==> src/rtl/pipe_stall_ctrl.sv <==
// pipe_stall_ctrl: prefix stall mask, exception flush sequencing with redirect PC, and stall-duration watchdog
module pipe_stall_ctrl #(
    parameter int NUM_STAGES    = 6,
    parameter int ADDR_W        = 32,
    parameter int FLUSH_CYCLES  = 1,
    parameter int CNT_W         = 8,
    parameter int STALL_TIMEOUT = 255
) (
    input  logic                  clk,
    input  logic                  rst,
    input  logic [NUM_STAGES-1:0] stall_req,
    input  logic                  flush_req,
    input  logic [ADDR_W-1:0]     exc_newpc,
    output logic [NUM_STAGES-1:0] stall,
    output logic                  flush,
    output logic [ADDR_W-1:0]     new_pc,
    output logic [CNT_W-1:0]      stall_cnt,
    output logic                  stall_timeout
);
    localparam int FW = FLUSH_CYCLES > 1 ? $clog2(FLUSH_CYCLES) : 1;
    typedef enum logic {RUN, FLUSH} state_t;
    state_t            state;
    logic [FW-1:0]     fcnt;
    logic [ADDR_W-1:0] pc_q;
    logic [NUM_STAGES-1:0] mask;
    logic [CNT_W-1:0]  cnt_q, cnt_n;
    logic              to_q, in_flush, acc;
    if (FLUSH_CYCLES < 1) begin : g_bad_param
        $error("pipe_stall_ctrl: FLUSH_CYCLES must be >= 1");
    end
    // a stalled stage must also hold every stage behind it
    always_comb begin
        mask = '0;
        acc  = 1'b0;
        for (int i = NUM_STAGES - 1; i >= 0; i--) begin
            acc     = acc | stall_req[i];
            mask[i] = acc;
        end
    end
    assign in_flush      = state == FLUSH;
    assign flush         = !rst && (in_flush || flush_req);
    assign new_pc        = rst ? '0 : in_flush ? pc_q : flush_req ? exc_newpc : '0;
    assign stall         = (rst || flush) ? '0 : mask;
    assign cnt_n         = stall == '0 ? '0 : &cnt_q ? cnt_q : cnt_q + 1'b1;
    assign stall_cnt     = rst ? '0 : cnt_q;
    assign stall_timeout = !rst && to_q;
    always_ff @(posedge clk) begin
        if (rst) begin
            state <= RUN;
            fcnt  <= '0;
            pc_q  <= '0;
            cnt_q <= '0;
            to_q  <= 1'b0;
        end else begin
            cnt_q <= cnt_n;
            if (STALL_TIMEOUT != 0 && 32'(cnt_n) == STALL_TIMEOUT) to_q <= 1'b1;
            if (in_flush) begin
                fcnt <= fcnt - 1'b1;
                if (fcnt == FW'(1)) state <= RUN;
            end else if (flush_req) begin
                pc_q <= exc_newpc;
                fcnt <= FW'(FLUSH_CYCLES - 1);
                if (FLUSH_CYCLES > 1) state <= FLUSH;
            end
        end
    end
endmodule

==> config.mk <==
export PLATFORM = sky130hd
export DESIGN_NAME = pipe_stall_ctrl
export DESIGN_NICKNAME = d
export VERILOG_FILES = /design/src/rtl/pipe_stall_ctrl.sv
export SDC_FILE = /design/constraint.sdc
export NUM_CORES = 1
export LEC_CHECK = 0
export BUFFER_PORTS_ARGS = -buffer_cell sky130_fd_sc_hd__buf_2
export CORE_UTILIZATION = 40
export CTS_BUF_LIST = sky130_fd_sc_hd__clkbuf_4
export CTS_CLUSTER_SIZE = 30
export DETAILED_ROUTE_END_ITERATION = 6
export GPL_TIMING_DRIVEN = 0
export PLACE_DENSITY = 0.8
export SLEW_MARGIN = 20
export SYNTH_ARGS = -nofsm -noshare
export SYNTH_HDL_FRONTEND = slang
export SYNTH_SLANG_ARGS = --single-unit
==> constraint.sdc <==
create_clock -name clk -period 2.3 [get_ports clk]
set_input_delay 0.23 -clock clk [delete_from_list [all_inputs] [get_ports clk]]
set_output_delay 0.23 -clock clk [all_outputs]
set_load 0.03 [all_outputs]
==> flow_metrics.env <==
export IMPL_crit_type="reg -> out"
export IMPL_drtPass1Iterations=4
export IMPL_start_util=0.428
export IMPL_outcome="completed"
export IMPL_synth_cell_types=32
export IMPL_yosysSeqAreaShare=0.415
export IMPL_die_w_um=74.0
export IMPL_synth_top_area_frac=0.415
export IMPL_wl_per_cell_um=11.3
export IMPL_io_pins=89
export IMPL_placed_cell_area_mm2=0.00260
export IMPL_areaGrowthSynthToFinish_pct=29.3
export IMPL_skew_ps=6.32
export IMPL_synth_cells=299
export IMPL_coreArea_mm2=0.00485
export IMPL_async_flop_share=0
export IMPL_drt_iter0_drc=87
export IMPL_drv_cap=0
export IMPL_min_path_type="in -> reg"
export IMPL_ys_flop_type="dfxtp_1"
export IMPL_p_per_area_mw_per_mm2=559
export IMPL_yosysTopAreaCell="dfxtp_1"
export IMPL_total_power_uw=1500
export IMPL_report_final_slew_viol_count=0
export IMPL_final_cell_area_mm2=0.00268
export IMPL_die_h_um=74.0
export IMPL_post_cts_buffers=0
export IMPL_worstHoldPathCells=3
export IMPL_drc=0
export IMPL_grt_setup_unrepaired="no"
export IMPL_cts_root_buf="clkbuf_4"
export IMPL_insertedDiodeCount=0
export IMPL_cp_max_fo=10
export IMPL_final_antenna_net_count=0
export IMPL_grtUsageTotal=0.198
export IMPL_cts_resized=0
export IMPL_r2r_start="cnt_q[0]"
export IMPL_r2r_end="to_q"
export IMPL_clk_pin_slew_ps=120
export IMPL_critPathSlowestCell="dfxtp_1"
export IMPL_worstPathRequired_ps=2070
export IMPL_fin_setup_tns_ps=0
export IMPL_startpoint_type="flip-flop"
export IMPL_ys_ff_latch=43
export IMPL_fp_dieArea_mm2=0.00548
export IMPL_min_period_ps=2030
export IMPL_cts_tree="built"
export IMPL_cp_end_kind="output pin"
export IMPL_hold_violations=0
export IMPL_relSlewSlack=0.674
export IMPL_finalWirelength_um=5200
export IMPL_grt_pass1_vias=1878
export IMPL_hold_end="pc_q[11]"
export IMPL_synth_common_cells="nand2_1, a21oi_1, dfxtp_1"
export IMPL_p_leak_uw=0.00120
export IMPL_peakVddDrop_v=0.000286
export IMPL_tightest_slew_ps=489
export IMPL_synth_edf_count=0
export IMPL_ys_top_cells_by_area="dfxtp_1, nand2_1, a21oi_1"
export IMPL_finalNonFillerCells=462
export IMPL_clock_path_buffers=2
export IMPL_dp_hpwl_um=3880
export IMPL_port_buffers=88
export IMPL_rows=25
export IMPL_synth_fp_nets=341
export IMPL_cts_sinks=43
export IMPL_setup_viol=0
export IMPL_synth_area_per_cell_um2=6.94
export IMPL_vias=2251
export IMPL_cp_arrival_ps=1800
export IMPL_reg2reg_slack_ps=440
export IMPL_finalCritPeriodShare=0.881
export IMPL_grt_pass1_wl_um=8340
export IMPL_min_from="exc_newpc[11]"
export IMPL_grt_overflow=0
export IMPL_drive_above_1_share=0.271
export IMPL_htreeDepth=2
export IMPL_dp_cells=454
export IMPL_syn_area_mm2=0.00207
export IMPL_insertion_delay_ps=350
export IMPL_clock_fmax_mhz=494
export IMPL_finish_net_count=436
export IMPL_hold_worst_slack_ps=127
export IMPL_hold_buffers=0
export IMPL_cts_buffers=5
export IMPL_post_synth_top_count_cell="nand2_1"
export IMPL_grt_max_degree=14
export IMPL_yosysWarningCount=0
export IMPL_worstPathCellList="clkbuf_1 -> clkbuf_2 -> nand2_1 -> a21oi_1 -> buf_2"
export IMPL_cp_slowest_stage_delay_ps=360
export IMPL_antenna_found_initial=0
export IMPL_viasPerCell=4.87
export IMPL_place_congestion=0.875
export IMPL_reg2reg_depth=5
==> layer usage <==
metal | GRT usage | part of all wire
met3 | 0.0366 | 0.064
met4 | 0.0641 | 0.013
met5 | 0 | 0
met1 | 0.251 | 0.44
met2 | 0.341 | 0.49
==> critical path, delay by kind of cell (launching register included) <==
family	cells	cell delay, ps
DFF	1	360
buffers and inverters	3	840
and+or+nand+nor	1	80
AOI/OAI and AO/OA	1	160
==> power by group <==
part           total [uW]  switching, uW  internal [uW]
registers             793           16.5            777
clock network         460            236            224
logic                 247            163           84.0
total                1500            416           1080
==> layout by cell type (no fill, tap or decap), drive strengths merged <==
master and instances:
and2 3, nand3 2, a41o 1, o21ai 3, nor3b 1, buf 91, a221oi 1, o31ai 1
and3 2, nand4 1, or3 2, nor2 14, dfxtp 43, and4 1, o2111a 1, inv 1
clkbuf 25, nand2b 1, ha 1, nand2 102, bufinv 1, xor2 1, a211oi 2, nor4b 1
clkinv 2, mux2i 1, a31oi 3, a21oi 69, nor3 5, nor2b 12, or4 1
==> worst max path at each step <==
stage / from / end / cells past startpoint
after floorplan: in_flush / new_pc[10] / 5
after global placement: flush_req / new_pc[30] / 7
after global routing: in_flush / new_pc[18] / 5
after CTS: in_flush / new_pc[13] / 6
final: in_flush / new_pc[10] / 5
after detailed placement: flush_req / new_pc[13] / 7
==> cell families after synthesis <==
logic type / synth area share
xor gates and xnor gates: 0.00422
and+or+nand+nor: 0.311
DFF: 0.415
adders and majority gates: 0.00603
AOI/OAI and AO/OA: 0.215
buffers and inverters: 0.0446
muxes: 0.00483
==> layout make-up <==
class | instances | area, um^2
fill | 484 | 2170
multi-input combinational | 232 | 1120
sequential | 43 | 861
timing repair buffer | 88 | 440
buffer | 23 | 96.3
tap | 67 | 83.8
clock inverter | 3 | 38.8
clock buffer | 5 | 37.5
inverter | 1 | 3.75
==> registers in the layout (all words and copies together), names as in the netlist <==
register,count
fcnt,1
to_q,1
pc_q,32
in_flush,1
cnt_q,8
==> per-stage QoR <==
stage	util	setup WS (ps)
6_report	0.553	274
5_1_grt	0.553	113
4_1_cts	0.552	116
3_3_place_gp	0.536	453
2_1_floorplan	-	614
3_5_place_dp	0.536	444
Note: power is estimated with default switching activity, not from simulation.
